**src/rtl/nem_ohmux_sel_ctrl.sv**
```systemverilog
// Round-robin arbiter and break-before-make sequencer for a NEM one-hot relay mux.
// Select lines are only closed from an all-open mux, and grants wait out the relay pull-in time.
//
// state    | meaning
// ---------+-----------------------------------------------------------
// ST_IDLE  | all relays open, arbitrating pending requests
// ST_CLOSE | winner's select closed, waiting T_CLOSE for pull-in
// ST_GRANT | path settled, grant held until the winner drops its request
// ST_OPEN  | all relays open, waiting T_OPEN for release
module nem_ohmux_sel_ctrl #(
    parameter int N_REQ   = 4,
    parameter int T_CLOSE = 4,
    parameter int T_OPEN  = 3,
    parameter int CNT_W   = 8
) (
    input  logic             CLK,
    input  logic             RST,
    input  logic [N_REQ-1:0] REQ,
    output logic [N_REQ-1:0] S,
    output logic [N_REQ-1:0] GNT,
    output logic             BUSY
);

    localparam int IDX_W = (N_REQ > 1) ? $clog2(N_REQ) : 1;
    localparam logic [CNT_W-1:0] CLOSE_LOAD = CNT_W'(T_CLOSE - 1);
    localparam logic [CNT_W-1:0] OPEN_LOAD  = CNT_W'(T_OPEN - 1);
    localparam logic [IDX_W-1:0] RR_INIT    = IDX_W'(N_REQ - 1);
    localparam logic [N_REQ-1:0] ONE        = N_REQ'(1);

    typedef enum logic [1:0] {
        ST_IDLE,
        ST_CLOSE,
        ST_GRANT,
        ST_OPEN
    } state_t;

    state_t           state, state_nxt;
    logic [CNT_W-1:0] cnt, cnt_nxt;
    logic [N_REQ-1:0] s_nxt, gnt_nxt;
    logic [IDX_W-1:0] rr_last, rr_nxt;
    logic [IDX_W-1:0] win_idx;
    logic             win_vld;
    logic             held;

    // rr_last doubles as the current winner once a select has been closed.
    assign held = REQ[rr_last];
    assign BUSY = (state != ST_IDLE);

    always_comb begin
        win_idx = '0;
        win_vld = 1'b0;
        for (int i = 1; i <= N_REQ; i++) begin
            if (!win_vld && REQ[(int'(rr_last) + i) % N_REQ]) begin
                win_vld = 1'b1;
                win_idx = IDX_W'((int'(rr_last) + i) % N_REQ);
            end
        end
    end

    always_ff @(posedge CLK or posedge RST) begin
        if (RST) begin
            state   <= ST_IDLE;
            cnt     <= '0;
            S       <= '0;
            GNT     <= '0;
            rr_last <= RR_INIT;
        end else begin
            state   <= state_nxt;
            cnt     <= cnt_nxt;
            S       <= s_nxt;
            GNT     <= gnt_nxt;
            rr_last <= rr_nxt;
        end
    end

    always_comb begin
        state_nxt = state;
        cnt_nxt   = cnt;
        s_nxt     = S;
        gnt_nxt   = GNT;
        rr_nxt    = rr_last;
        case (state)
            ST_IDLE: begin
                s_nxt   = '0;
                gnt_nxt = '0;
                if (win_vld) begin
                    s_nxt     = ONE << win_idx;
                    rr_nxt    = win_idx;
                    cnt_nxt   = CLOSE_LOAD;
                    state_nxt = ST_CLOSE;
                end
            end
            ST_CLOSE: begin
                if (!held) begin
                    s_nxt     = '0;
                    gnt_nxt   = '0;
                    cnt_nxt   = OPEN_LOAD;
                    state_nxt = ST_OPEN;
                end else if (cnt == '0) begin
                    gnt_nxt   = S;
                    state_nxt = ST_GRANT;
                end else begin
                    cnt_nxt = cnt - 1'b1;
                end
            end
            ST_GRANT: begin
                if (!held) begin
                    s_nxt     = '0;
                    gnt_nxt   = '0;
                    cnt_nxt   = OPEN_LOAD;
                    state_nxt = ST_OPEN;
                end
            end
            ST_OPEN: begin
                s_nxt   = '0;
                gnt_nxt = '0;
                if (cnt == '0) begin
                    state_nxt = ST_IDLE;
                end else begin
                    cnt_nxt = cnt - 1'b1;
                end
            end
            default: begin
                s_nxt     = '0;
                gnt_nxt   = '0;
                cnt_nxt   = '0;
                state_nxt = ST_IDLE;
            end
        endcase
    end

endmodule

```
**config.mk**
```make
export PLATFORM = sky130hd
export DESIGN_NAME = nem_ohmux_sel_ctrl
export DESIGN_NICKNAME = d
export VERILOG_FILES = /design/src/rtl/nem_ohmux_sel_ctrl.sv
export SDC_FILE = /design/constraint.sdc
export NUM_CORES = 1
export LEC_CHECK = 0
export CELL_PAD_IN_SITES_DETAIL_PLACEMENT = 1
export CELL_PAD_IN_SITES_GLOBAL_PLACEMENT = 1
export CORE_MARGIN = 2
export CORE_UTILIZATION = 43
export CTS_CLUSTER_SIZE = 16
export DETAILED_ROUTE_END_ITERATION = 16
export GPL_ROUTABILITY_DRIVEN = 0
export PLACE_DENSITY = 0.84
export SYNTH_ARGS = -nofsm -noshare
export SYNTH_HDL_FRONTEND = slang
export SYNTH_SLANG_ARGS = --single-unit
export TNS_END_PERCENT = 10
```
**constraint.sdc**
```tcl
create_clock -name CLK -period 2.8 [get_ports CLK]
set_input_delay 0.56 -clock CLK [delete_from_list [all_inputs] [get_ports CLK]]
set_output_delay 0.56 -clock CLK [all_outputs]
set_load 0.02 [all_outputs]
```
==> metrics.yaml <==
run_status:
  outcome: "finished, violations left"
  violations: "design-rule violations"
drt:
  viasPerCell: 6.067
  route.met2.wl_mm: 1.659
  drtPass1Iterations: 10
  wl_met1_mm: 1.365
  final_antenna_net_count: 0
  drtIter0Drc: 57
  drc: 1
  routedWlPerCell_um: 17.79
  highest-signal-layer: "met4"
  wl_mm: 3.184
  via_count: 1086
  routed-wl-met3_um: 91
cts:
  clk-insertion-delay-late_ns: 0.29
  clockBufferDepth: 2
  post_cts_resized: 0
  tritoncts: "yes"
  cts_setup_buffers: 0
  numCtsBuffers: 3
  clkTransAtPathRegs_ns: 0.12
  hold_buffers: 0
  clkSinkCount: 20
  cts_max_level: 1
  cts-root-buf: "clkbuf_4"
pwr:
  irDropWorstVdd_v: 0.0005518
  pwr_density_cell_nw_per_um2: 1280
  cellLeakagePower_nw: 0.6594
setup_path:
  critPathRequiredTime_ns: 2.24
  cp.arrival_ns: 1.91
  path_class: "register to output pin"
  critPathSlowestCell: "clkdlybuf4s50_1"
  start_kind: "register"
  reg2reg_slack_ns: 0.49
  critical-path-max-stage-delay_ns: 0.58
  setup.worst_path.end_class: "output pin"
  cp_max_fo: 4
  r2r-start: "cnt[0]"
  cp_cell_sequence: "inv_1, ha_1, clkinv_1, clkdlybuf4s50_1"
  worstSetupStartpoint: "state[0]"
  rr_worst_depth: 6
grt:
  grt_overflow: 0
  grt.total_usage_pct: 20.38
  grt_pass1_wl_mm: 5.340
  grt_antenna_before_repair: 0
  grt_max_degree: 21
  grt_pass1_vias: 1150
timing:
  tns_ns: 0
  rsz0062_at_grt: "false"
  final_max_slew_viol_count: 0
  fin_crit_sh_pct: 88.13
  hold_viol: 0
  worst_slew_pin_slew_ns: 0.7737
  period_minus_slack_ns: 2.468
  max_freq_mhz: 405.3
  slew_headroom_pct: 48.36
  finClkSkew_ns: 0.002450
  finalSetupViolCount: 0
  whs_ns: 0.4873
logic_synthesis:
  ys.flop_type: "dfrtp_1"
  yosysSeqAreaShare_pct: 38.73
  yosysTopAreaCell: "dfrtp_1"
  synth_area_um2: 1299
  ys_seq_elements: 20
  synth_edf_count: 0
  yosys.area.top_type_share_pct: 34.68
  synthCells: 133
  synthTopCellsByArea: "dfrtp_1 (35%), ha_1 (5.8%), mux2_2 (5.2%)"
  syn_area_per_cell_um2: 9.765
  syn-num-nets: 145
  async_flop_share_pct: 100.0
  synth_cell_type_count: 49
  yosys_warnings: 0
floorplanning:
  start_util_pct: 46.30
  core_um2: 2805
  die_y_um: 58.96
  die_x_um: 58.96
  die_area_um2: 3476
  rows: 19
  io_pins: 15
flow_run:
  drv_cap: 0
layout:
  area_growth_pct: 16.47
  regArea_um2: 503.0
  n_fill_cell: 329
  multi_input_area_um2: 721.9
  diodes: 0
  final_nets: 161
  drive_gt1_share_pct: 15.54
place:
  port_buffers: 14
  hpwl_mm: 2.403
hold_path:
  worstHoldStart: "cnt[7]"
  whs_path_depth: 1
  min_path_type: "register to register"
-- cells in the mapped netlist, drive strengths merged, types with 4 or more instances --
library cell,number
and3,4
a21oi,7
ha,6
inv,8
o21ai,7
dfrtp,18
buf,4
nor2,10
nand3,4
mux2,6
nand2,8
-- worst max-delay path: cells and delay by family, from the launching register on --
family	cells	cell delay, ns
buffers and inverters	3	0.91
adder cells (fa/ha/maj)	1	0.27
flip-flops	1	0.44
-- final cells by class --
class / instances / share of cell area [%]
Tap cell: 31 / 2.564
Timing Repair Buffer: 17 / 10.75
Multi-Input combinational cell: 98 / 47.73
Inverter: 9 / 2.233
Clock buffer: 3 / 1.489
Clock inverter: 1 / 1.985
Sequential cell: 20 / 33.25
-- routing by layer --
layer	vias to the layer above	GRT usage (%)
li1	519	-
met1	531	23.11
met2	28	37.78
met3	8	3.077
met4	0	8.117
met5	-	0
-- power breakdown --
part	switching, mW	internal, mW
sequential	0.127	0.409
combinational	0.665	0.497
clock	0.0926	0.144
total	0.885	1.05
-- cell usage in the layout (no fill, tap or decap), drive strengths merged, types with 2 or more instances in the layout --
master	n
mux2	6
and2	2
nand2	8
buf	3
nor4b	2
ha	6
a21oi	7
nor2	10
mux2i	3
clkdlybuf4s50	14
dfrtp	18
nand3	4
o31ai	3
or2b	2
dfstp	2
clkbuf	3
a22o	3
o211ai	2
a211oi	2
nor3	2
a41oi	3
o21ai	7
a21o	2
and3	4
nand4	3
or4b	3
inv	8
-- worst paths after layout --
kind	endpoint
worst max-delay path	BUSY
worst min-delay path	cnt[7]
worst max register to register	state[1]
worst min register to register	cnt[7]
max in group asynchronous	cnt[4]
min in group asynchronous	GNT[3]
-- metrics by stage --
step           utilization, %  cells  area [um2]  setup slack, ns  power, mW
2_1_floorplan               -    133        1299           0.7504      1.383
3_3_place_gp            52.05    175        1460           0.2066      1.624
3_5_place_dp            52.05    175        1460           0.1202      1.688
4_1_cts                 53.93    179        1513           0.3352      1.939
5_1_grt                 53.93    179        1513           0.2419      2.086
6_report                53.93    179        1513           0.3324      1.936
-- cells by family after synthesis --
| family | after synthesis | synth area share (%) |
|---|---|---|
| AOI/OAI and AO/OA | 35 | 20.23 |
| DFF | 20 | 38.73 |
| adders and majority gates | 6 | 5.780 |
| and+or+nand+nor | 47 | 20.33 |
| muxes | 10 | 9.248 |
| buffers and inverters | 15 | 5.684 |
-- registers in the layout, summed over array words and instances, names as in the netlist --
name	flops
S	4
GNT	4
cnt	8
rr_last	2
state	2
(Power assumes the default switching activity.)
